File: src/rtl/data_path_if.sv
// Control and data bundle between the processor controller (master) and the datapath (slave).
interface data_path_if;
   logic [7:0]  D_Addr;
   logic        D_W_en;
   logic        RF_s;
   logic [3:0]  RF_W_Addr;
   logic        RF_W_en;
   logic [3:0]  RF_Ra_Addr;
   logic [3:0]  RF_Rb_Addr;
   logic [2:0]  ALU_s0;
   logic [15:0] ALU_inA;
   logic [15:0] ALU_inB;
   logic [15:0] ALU_out;

   modport master (
      output D_Addr, D_W_en, RF_s, RF_W_Addr, RF_W_en, RF_Ra_Addr, RF_Rb_Addr, ALU_s0,
      input  ALU_inA, ALU_inB, ALU_out
   );

   modport slave (
      input  D_Addr, D_W_en, RF_s, RF_W_Addr, RF_W_en, RF_Ra_Addr, RF_Rb_Addr, ALU_s0,
      output ALU_inA, ALU_inB, ALU_out
   );
endinterface

File: src/rtl/data_path.sv
// 16-bit datapath: 256x16 data RAM, 16x16 register file, write-back mux and 8-function ALU.
// Optional macro RAM_INIT_EN preloads RAM word 0 = 20 and word 1 = 25 at power-up.
module data_path (
   input  logic       Clock,
   input  logic       Reset,
   data_path_if.slave bus
);

   logic [15:0] rf_q [16] = '{default: 16'd0};
`ifdef RAM_INIT_EN
   logic [15:0] mem_q [256] = '{0: 16'd20, 1: 16'd25, default: 16'd0};
`else
   logic [15:0] mem_q [256] = '{default: 16'd0};
`endif
   logic [7:0]  addr_q;
   logic [15:0] opa;
   logic [15:0] opb;
   logic [15:0] rd_data;
   logic [15:0] alu_res;
   logic [15:0] wb_d;

   assign opa     = rf_q[bus.RF_Ra_Addr];
   assign opb     = rf_q[bus.RF_Rb_Addr];
   // Address is registered but read data is not, so a same-edge write is seen immediately.
   assign rd_data = mem_q[addr_q];

   assign bus.ALU_inA = opa;
   assign bus.ALU_inB = opb;
   assign bus.ALU_out = alu_res;

   // ALU function decode
   always_comb begin
      alu_res = 16'd0;
      case (bus.ALU_s0)
         3'd0:    alu_res = 16'd0;
         3'd1:    alu_res = opa + opb;
         3'd2:    alu_res = opa - opb;
         3'd3:    alu_res = opa;
         3'd4:    alu_res = opa ^ opb;
         3'd5:    alu_res = opa | opb;
         3'd6:    alu_res = opa & opb;
         3'd7:    alu_res = opa + 16'd1;
         default: alu_res = 16'd0;
      endcase
   end

   // Write-back mux
   always_comb begin
      wb_d = alu_res;
      if (bus.RF_s) begin
         wb_d = rd_data;
      end else begin
         wb_d = alu_res;
      end
   end

   // Register file and RAM address register, cleared asynchronously
   always_ff @(posedge Clock or posedge Reset) begin
      if (Reset) begin
         for (int i = 0; i < 16; i++) begin
            rf_q[i] <= 16'd0;
         end
         addr_q <= 8'd0;
      end else begin
         if (bus.RF_W_en) begin
            rf_q[bus.RF_W_Addr] <= wb_d;
         end
         addr_q <= bus.D_Addr;
      end
   end

   // RAM array: contents survive reset, but writes are blocked while it is asserted
   always_ff @(posedge Clock) begin
      if (!Reset && bus.D_W_en) begin
         mem_q[bus.D_Addr] <= opa;
      end
   end

endmodule

File: src/flat_wrapper.sv
// flat-port wrapper written by rule: the top's interface ports become plain ports
module data_path_flat 
  (Clock, Reset, bus_D_Addr, bus_D_W_en, bus_RF_s, bus_RF_W_Addr, bus_RF_W_en, bus_RF_Ra_Addr, bus_RF_Rb_Addr, bus_ALU_s0, bus_ALU_inA, bus_ALU_inB, bus_ALU_out);
  data_path_if bus_i ();
  input  logic Clock;
  input  logic Reset;
  input wire logic [$bits(bus_i.D_Addr)-1:0] bus_D_Addr;
  input wire logic [$bits(bus_i.D_W_en)-1:0] bus_D_W_en;
  input wire logic [$bits(bus_i.RF_s)-1:0] bus_RF_s;
  input wire logic [$bits(bus_i.RF_W_Addr)-1:0] bus_RF_W_Addr;
  input wire logic [$bits(bus_i.RF_W_en)-1:0] bus_RF_W_en;
  input wire logic [$bits(bus_i.RF_Ra_Addr)-1:0] bus_RF_Ra_Addr;
  input wire logic [$bits(bus_i.RF_Rb_Addr)-1:0] bus_RF_Rb_Addr;
  input wire logic [$bits(bus_i.ALU_s0)-1:0] bus_ALU_s0;
  output wire logic [$bits(bus_i.ALU_inA)-1:0] bus_ALU_inA;
  output wire logic [$bits(bus_i.ALU_inB)-1:0] bus_ALU_inB;
  output wire logic [$bits(bus_i.ALU_out)-1:0] bus_ALU_out;
  assign bus_i.D_Addr = bus_D_Addr;
  assign bus_i.D_W_en = bus_D_W_en;
  assign bus_i.RF_s = bus_RF_s;
  assign bus_i.RF_W_Addr = bus_RF_W_Addr;
  assign bus_i.RF_W_en = bus_RF_W_en;
  assign bus_i.RF_Ra_Addr = bus_RF_Ra_Addr;
  assign bus_i.RF_Rb_Addr = bus_RF_Rb_Addr;
  assign bus_i.ALU_s0 = bus_ALU_s0;
  assign bus_ALU_inA = bus_i.ALU_inA;
  assign bus_ALU_inB = bus_i.ALU_inB;
  assign bus_ALU_out = bus_i.ALU_out;
  data_path u_core (.Clock(Clock), .Reset(Reset), .bus(bus_i));
endmodule
File: config.mk
export PLATFORM = sky130hd
export DESIGN_NAME = data_path_flat
export DESIGN_NICKNAME = d
export VERILOG_FILES = /design/src/rtl/data_path_if.sv /design/src/rtl/data_path.sv /design/src/flat_wrapper.sv
export SDC_FILE = /design/constraint.sdc
export NUM_CORES = 2
export LEC_CHECK = 0
export CORE_UTILIZATION = 45
export CTS_CLUSTER_SIZE = 14
export DETAILED_ROUTE_END_ITERATION = 16
export MAX_ROUTING_LAYER = met4
export SETUP_SLACK_MARGIN = 0.15
export SLEW_MARGIN = 0
export SYNTH_ARGS = -nofsm -noshare
export SYNTH_HDL_FRONTEND = slang
export SYNTH_SLANG_ARGS = --single-unit
File: constraint.sdc
create_clock -name Clock -period 19.5 [get_ports Clock]
set_clock_uncertainty 0.05 [all_clocks]
set_input_delay 5.85 -clock Clock [delete_from_list [all_inputs] [get_ports Clock]]
set_output_delay 5.85 -clock Clock [all_outputs]
set_load 0.05 [all_outputs]
**Word-level counts from Yosys, hierarchy flattened**

Memory sizes are Yosys's and may differ from the RTL's.
Index checks and enable logic that the tools add are counted.
Widths: inputs -> output; s select.

- Word-level logic and storage cells: 55
- Memories kept: 1
- Register bits: 264
- Output and inout port bits: 48
- Bits in writable memories: 4096
- Bits of input ports: 28

- Order comparisons: 4
- Reduce and logical (&&, ||, !) cells: 4
- Equality and inequality tests: 7
- Muxes and demuxes: 13
- Bitwise logic cells: 6
- Add/subtract/negate cells: 3

Memory list:

| name | words | width | read ports | clocked after memory_dff | wr ports | RTL line | RTL |
|---|---|---|---|---|---|---|---|
| u_core.mem_q | 256 | 16 | 1 | 0 | 1 | data_path.sv:13 | `logic [15:0] mem_q [256] = '{default: 16'd0};` |

Operators with widths:

| kind | number |
|---|---|
| $bwmux 256 | 1 |
| $bmux 16 s4 | 2 |
| $pmux 16 s8 | 1 |
| $mux 16 | 6 |
| $demux 16 s4 | 1 |
| $add 16x1->16 const B | 1 |
| $add 16x16->16 | 1 |
| $and 16x16->16 | 1 |
| $or 16x16->16 | 1 |
| $sub 16x16->16 | 1 |
| $xor 16x16->16 | 1 |
| $ge 5x5->1 const B | 3 |
| $not 4->5 | 3 |
| $eq 3x3->1 const B | 4 |
| $eq 3x2->1 const B | 2 |
| $lt 5x1->1 const B | 1 |
| $eq 3x1->1 const B | 1 |
| $logic_not 3->1 | 1 |
| $logic_and 1x1->1 | 2 |
| $mux 1 | 2 |
| $logic_not 1->1 | 1 |

**Longest topological paths before layout**

- Word-level depth: 8
- Gate-level depth with buffers: 22
- Gate-level depth less buffers: 18

**Worst setup path before layout**

OpenSTA, ideal clock, no wires.

- Path kind: input to output
- Start: input bus_RF_Ra_Addr[1]
- End: output bus_ALU_out[2]
- Path slack: 1.025 ns
- Data arrival time: 12.575 ns
- Data required time: 13.600 ns
- Path buffers: 4
- Stages on the path: 11
- Cell sequence: clkbuf_1 > buf_1 > clkbuf_1 > clkbuf_1 > mux4_2 > mux4_2 > ha_1 > inv_1 > fa_1 > nor2b_1 > o311ai_0

- Word-level cells in the longest chain between the ends: 6
- Elaborated cells between the ends (all ways): 11

Ends and longest elaborated chain:

| element | RTL line | RTL |
|---|---|---|
| from (decl) | flat_wrapper.sv:12 | `input wire logic [$bits(bus_i.RF_Ra_Addr)-1:0] bus_RF_Ra_Addr;` |
| $not 4->5 (implied by the code) * | data_path.sv:22 | `assign opa = rf_q[bus.RF_Ra_Addr];` |
| $bmux 16 s4 * | data_path.sv:22 |  |
| $mux 16 (implied by the code) * (2 in series) | data_path.sv:22 |  |
| via bus_ALU_inA[0] | flat_wrapper.sv:15 | `output wire logic [$bits(bus_i.ALU_inA)-1:0] bus_ALU_inA;` |
| $add 16x1->16, or another cell as far along | data_path.sv:42 | `3'd7: alu_res = opa + 16'd1;` |
| $pmux 16 s8 * | data_path.sv:34 | `case (bus.ALU_s0)` |
| to (decl) | flat_wrapper.sv:17 | `output wire logic [$bits(bus_i.ALU_out)-1:0] bus_ALU_out;` |

Mark *: on every way through the listed nets, which the timed path passes. The rest lies on a longest branch. The select of a mux whose other input is x is not followed.

**Worst setup path in the final report**

- Start: input bus_RF_Rb_Addr[1]
- End: output bus_ALU_out[11]

- Word-level cells in the longest chain between the ends: 6
- Elaborated cells between the ends (all ways): 10

Ends and longest elaborated chain:

| element | RTL line | RTL |
|---|---|---|
| from (decl) | flat_wrapper.sv:13 | `input wire logic [$bits(bus_i.RF_Rb_Addr)-1:0] bus_RF_Rb_Addr;` |
| $not 4->5 (implied by the code) * | data_path.sv:23 | `assign opb = rf_q[bus.RF_Rb_Addr];` |
| $bmux 16 s4 * | data_path.sv:23 |  |
| $mux 16 (implied by the code) * (2 in series) | data_path.sv:23 |  |
| $sub 16x16->16, or another cell as far along | data_path.sv:37 | `3'd2: alu_res = opa - opb;` |
| $pmux 16 s8 * | data_path.sv:34 |  |

Every way passes the cells marked *; elsewhere a longest branch is shown, timed or not. The select of a mux whose other input is x is not followed.

==> results.sh <==
export IMPL_clk_path_buf_depth=4
export IMPL_syn_num_nets=7611
export IMPL_row_count=227
export IMPL_worst_pin_slew_ns=1.388
export IMPL_critPathRequiredTime_ns=13.60
export IMPL_io_buffers=75
export IMPL_relSlewSlack=0.07116
export IMPL_total_leakage_power_nw=62.58
export IMPL_cp_start_kind="input port"
export IMPL_crit_family="compound AO/OA/AOI/OAI gates"
export IMPL_start_util=0.4518
export IMPL_startpoint="bus_RF_Rb_Addr[1]"
export IMPL_cp_slowest_cell="clkdlybuf4s50_1"
export IMPL_max_clock_freq_ghz=0.05581
export IMPL_whs_path_depth=2
export IMPL_ant_nets=0
export IMPL_drive_above_1_share=0.3315
export IMPL_post_route_drc_count=0
export IMPL_ir_drop_mv=0.09130
export IMPL_reg2reg_slack_ns=11.79
export IMPL_postCtsHoldBufs=0
export IMPL_p_comb_frac=0.148
export IMPL_nets=8077
export IMPL_drv_slew=0
export IMPL_timing_worst_setup_path_type="input port to output port"
export IMPL_ctsResizeCount=0
export IMPL_gp_congestion=0.8682
export IMPL_netlist_area_um2=172700
export IMPL_yosysUniqueCellTypes=64
export IMPL_cts_setup_buffers=0
export IMPL_async_flop_share=0.06055
export IMPL_dp_hpwl_um=269500
export IMPL_wl_per_cell_um=34.41
export IMPL_io_pins=76
export IMPL_clkSinkCount=4360
export IMPL_area_growth_pct=13.13
export IMPL_synth_avg_cell_area_um2=22.93
export IMPL_synth_edf_count=4096
export IMPL_antenna_found_initial=35
export IMPL_htreeDepth=5
export IMPL_power_total_mw=23.61
export IMPL_drt_total_wl_um=462100
export IMPL_synth_top_area_frac=0.7121
export IMPL_die_h_um=621.6
export IMPL_cts_buffers=440
export IMPL_rsz0062_at_grt="false"
export IMPL_ys_warn_count=0
export IMPL_path_cells="buf_2 -> buf_4 -> mux4_2 -> a22o_1 -> a221oi_2 -> nand2_1 -> o31ai_1 -> xnor2_1 -> nor2_1 -> ha_1 -> a21o_1 -> a21o_1 -> o21ai_0 -> a21oi_1 -> o21a_1 -> o21ai_0 -> or3b_2 -> nand2_1 -> clkdlybuf4s50_1"
export IMPL_status="finished clean"
export IMPL_hold_viol=0
export IMPL_hold_end="u_core.rf_q[85]$_DFFE_PP0P_"
export IMPL_seqPwrFrac=0.505
export IMPL_reg2reg_depth=11
export IMPL_track_usage=0.2446
export IMPL_overflow=0
export IMPL_grt_start_max_net_pins=224
export IMPL_clkPwrFrac=0.348
export IMPL_ys_ff_latch=4360
export IMPL_synth_ff_type="edfxtp_1"
export IMPL_max_stage_delay_ns=0.87
export IMPL_path_buf_inv=3
export IMPL_synth_cells=7534
export IMPL_reg2reg_from="u_core.addr_q[0]$_DFF_PP0_"
export IMPL_root_buffer="clkbuf_16"
export IMPL_hp_class="flip-flop to flip-flop"
export IMPL_post_route_period_util=0.9189
export IMPL_clk_pin_slew_worst_paths_ns=0.06
export IMPL_die_x_um=621.6
export IMPL_synth_most_common_cell="edfxtp_1"
export IMPL_yosys_top_cells_area="edfxtp_1, mux4_2, dfrtp_1, mux2_2, nor2_1"
export IMPL_fin_crit_ns=17.92
export IMPL_whs_ns=0.4608
export IMPL_p_per_area_nw_per_um2=120.8
export IMPL_hold_start="u_core.rf_q[85]$_DFFE_PP0P_"
export IMPL_r2r_end="u_core.rf_q[123]$_DFFE_PP0P_"
export IMPL_switchingPower_mw=6.322
export IMPL_vias_per_cell=6.159
export IMPL_final_core_util=0.5112
export IMPL_vias=82710
export IMPL_dieArea_um2=386300
export IMPL_grt_pass1_wl_um=650100
export IMPL_drv_cap=0
export IMPL_swShare=0.2677
export IMPL_synthTopCellsByCount="edfxtp_1, mux4_2, nor2_1"
export IMPL_clock_latency_ns=1.02
export IMPL_internal_power_mw=17.29
export IMPL_cp_max_fo=28
export IMPL_dpl_cell_count=12600
export IMPL_design_core_area_um2=382300
export IMPL_setup_viol=0
export IMPL_crit_path_end_kind="output port"
export IMPL_synth_top_area_cell="edfxtp_1"
export IMPL_cts_tree="done"
export IMPL_drt_iter0_markers=10290
export IMPL_firstDrtPassIters=10
export IMPL_tns_ns=0
export IMPL_stdcell_count=13430
export IMPL_ys_seq_area_frac=0.7503
export IMPL_arrival_ns=12.02
export IMPL_grt_pass1_vias=83740
## stage by stage
step / setup WS, ns / area (um^2)
2_1_floorplan: 1.025 / 172700
3_3_place_gp: 1.522 / 181400
3_5_place_dp: 1.590 / 181400
4_1_cts: 1.571 / 195400
5_1_grt: 1.166 / 195400
6_report: 1.582 / 195400
## how the worst max path moves through the flow
stage | endpoint | slack, ns | cells after the start
floorplan | bus_ALU_out[2] | 1.02 | 11
global placement | bus_ALU_out[11] | 1.52 | 18
detailed placement | bus_ALU_out[11] | 1.59 | 18
CTS | bus_ALU_out[11] | 1.57 | 18
global route | bus_ALU_out[15] | 1.17 | 19
finish | bus_ALU_out[11] | 1.58 | 19
## layout by cell type (no fill, tap or decap), types with 71 or more instances in the layout
cell,n
buf_4,378
clkbuf_1,90
clkbuf_16,446
clkdlybuf4s50_1,71
clkinv_1,108
clkinv_2,90
dfrtp_1,258
edfxtp_1,4096
mux2_2,158
mux4_2,1476
nand2_1,270
nor2_1,257
## per-layer routing
metal  GRT usage  wire, um  vias up  share of wire
li1            -         -    32920              -
met1      0.3356    189200    45680           0.41
met2      0.3867    227500     3434           0.49
met3     0.03688     32820      670          0.071
met4     0.06562     12500        0          0.027
met5           -         0        -              0
## power by group through the flow
stage | combinational [mW] | clock [mW] | sequential, mW
6_report | 3.49 | 8.21 | 11.9
5_1_grt | 3.71 | 8.67 | 11.9
4_1_cts | 3.52 | 8.33 | 11.9
3_5_place_dp | 3.51 | 0 | 12.1
3_3_place_gp | 3.38 | 0 | 12.1
2_1_floorplan | 1.99 | 0 | 12.1
## tightest hold or removal path: cells and delay by family, from the launching register on
family | cells | cell delay [ns]
flip-flops | 1 | 0.36
AND/OR/NAND/NOR | 2 | 0.12
## cell type report
class,instances,area [um^2]
Fill cell,29650,186900
Clock inverter,266,2391
Clock buffer,544,11610
Timing Repair Buffer,469,3919
Antenna cell,22,55.05
Sequential cell,4360,129600
Inverter,46,187.7
Multi-Input combinational cell,2683,41320
Tap cell,5038,6304
## flip-flops by register name, summed over array words and instances (netlist names)
name	cells
u_core.addr_q	8
u_core.rf_q	256
u_core.mem_q	4096
## cells by family after synthesis
group / Yosys count / synth area share
flops: 4360 / 0.7503
xor+xnor: 18 / 0.0009127
compound gates: 175 / 0.006679
buf+inv: 491 / 0.01283
mux: 1712 / 0.2083
fa+ha+maj: 49 / 0.003593
simple gates: 729 / 0.01734
Power figures use the tool's default switching activity.
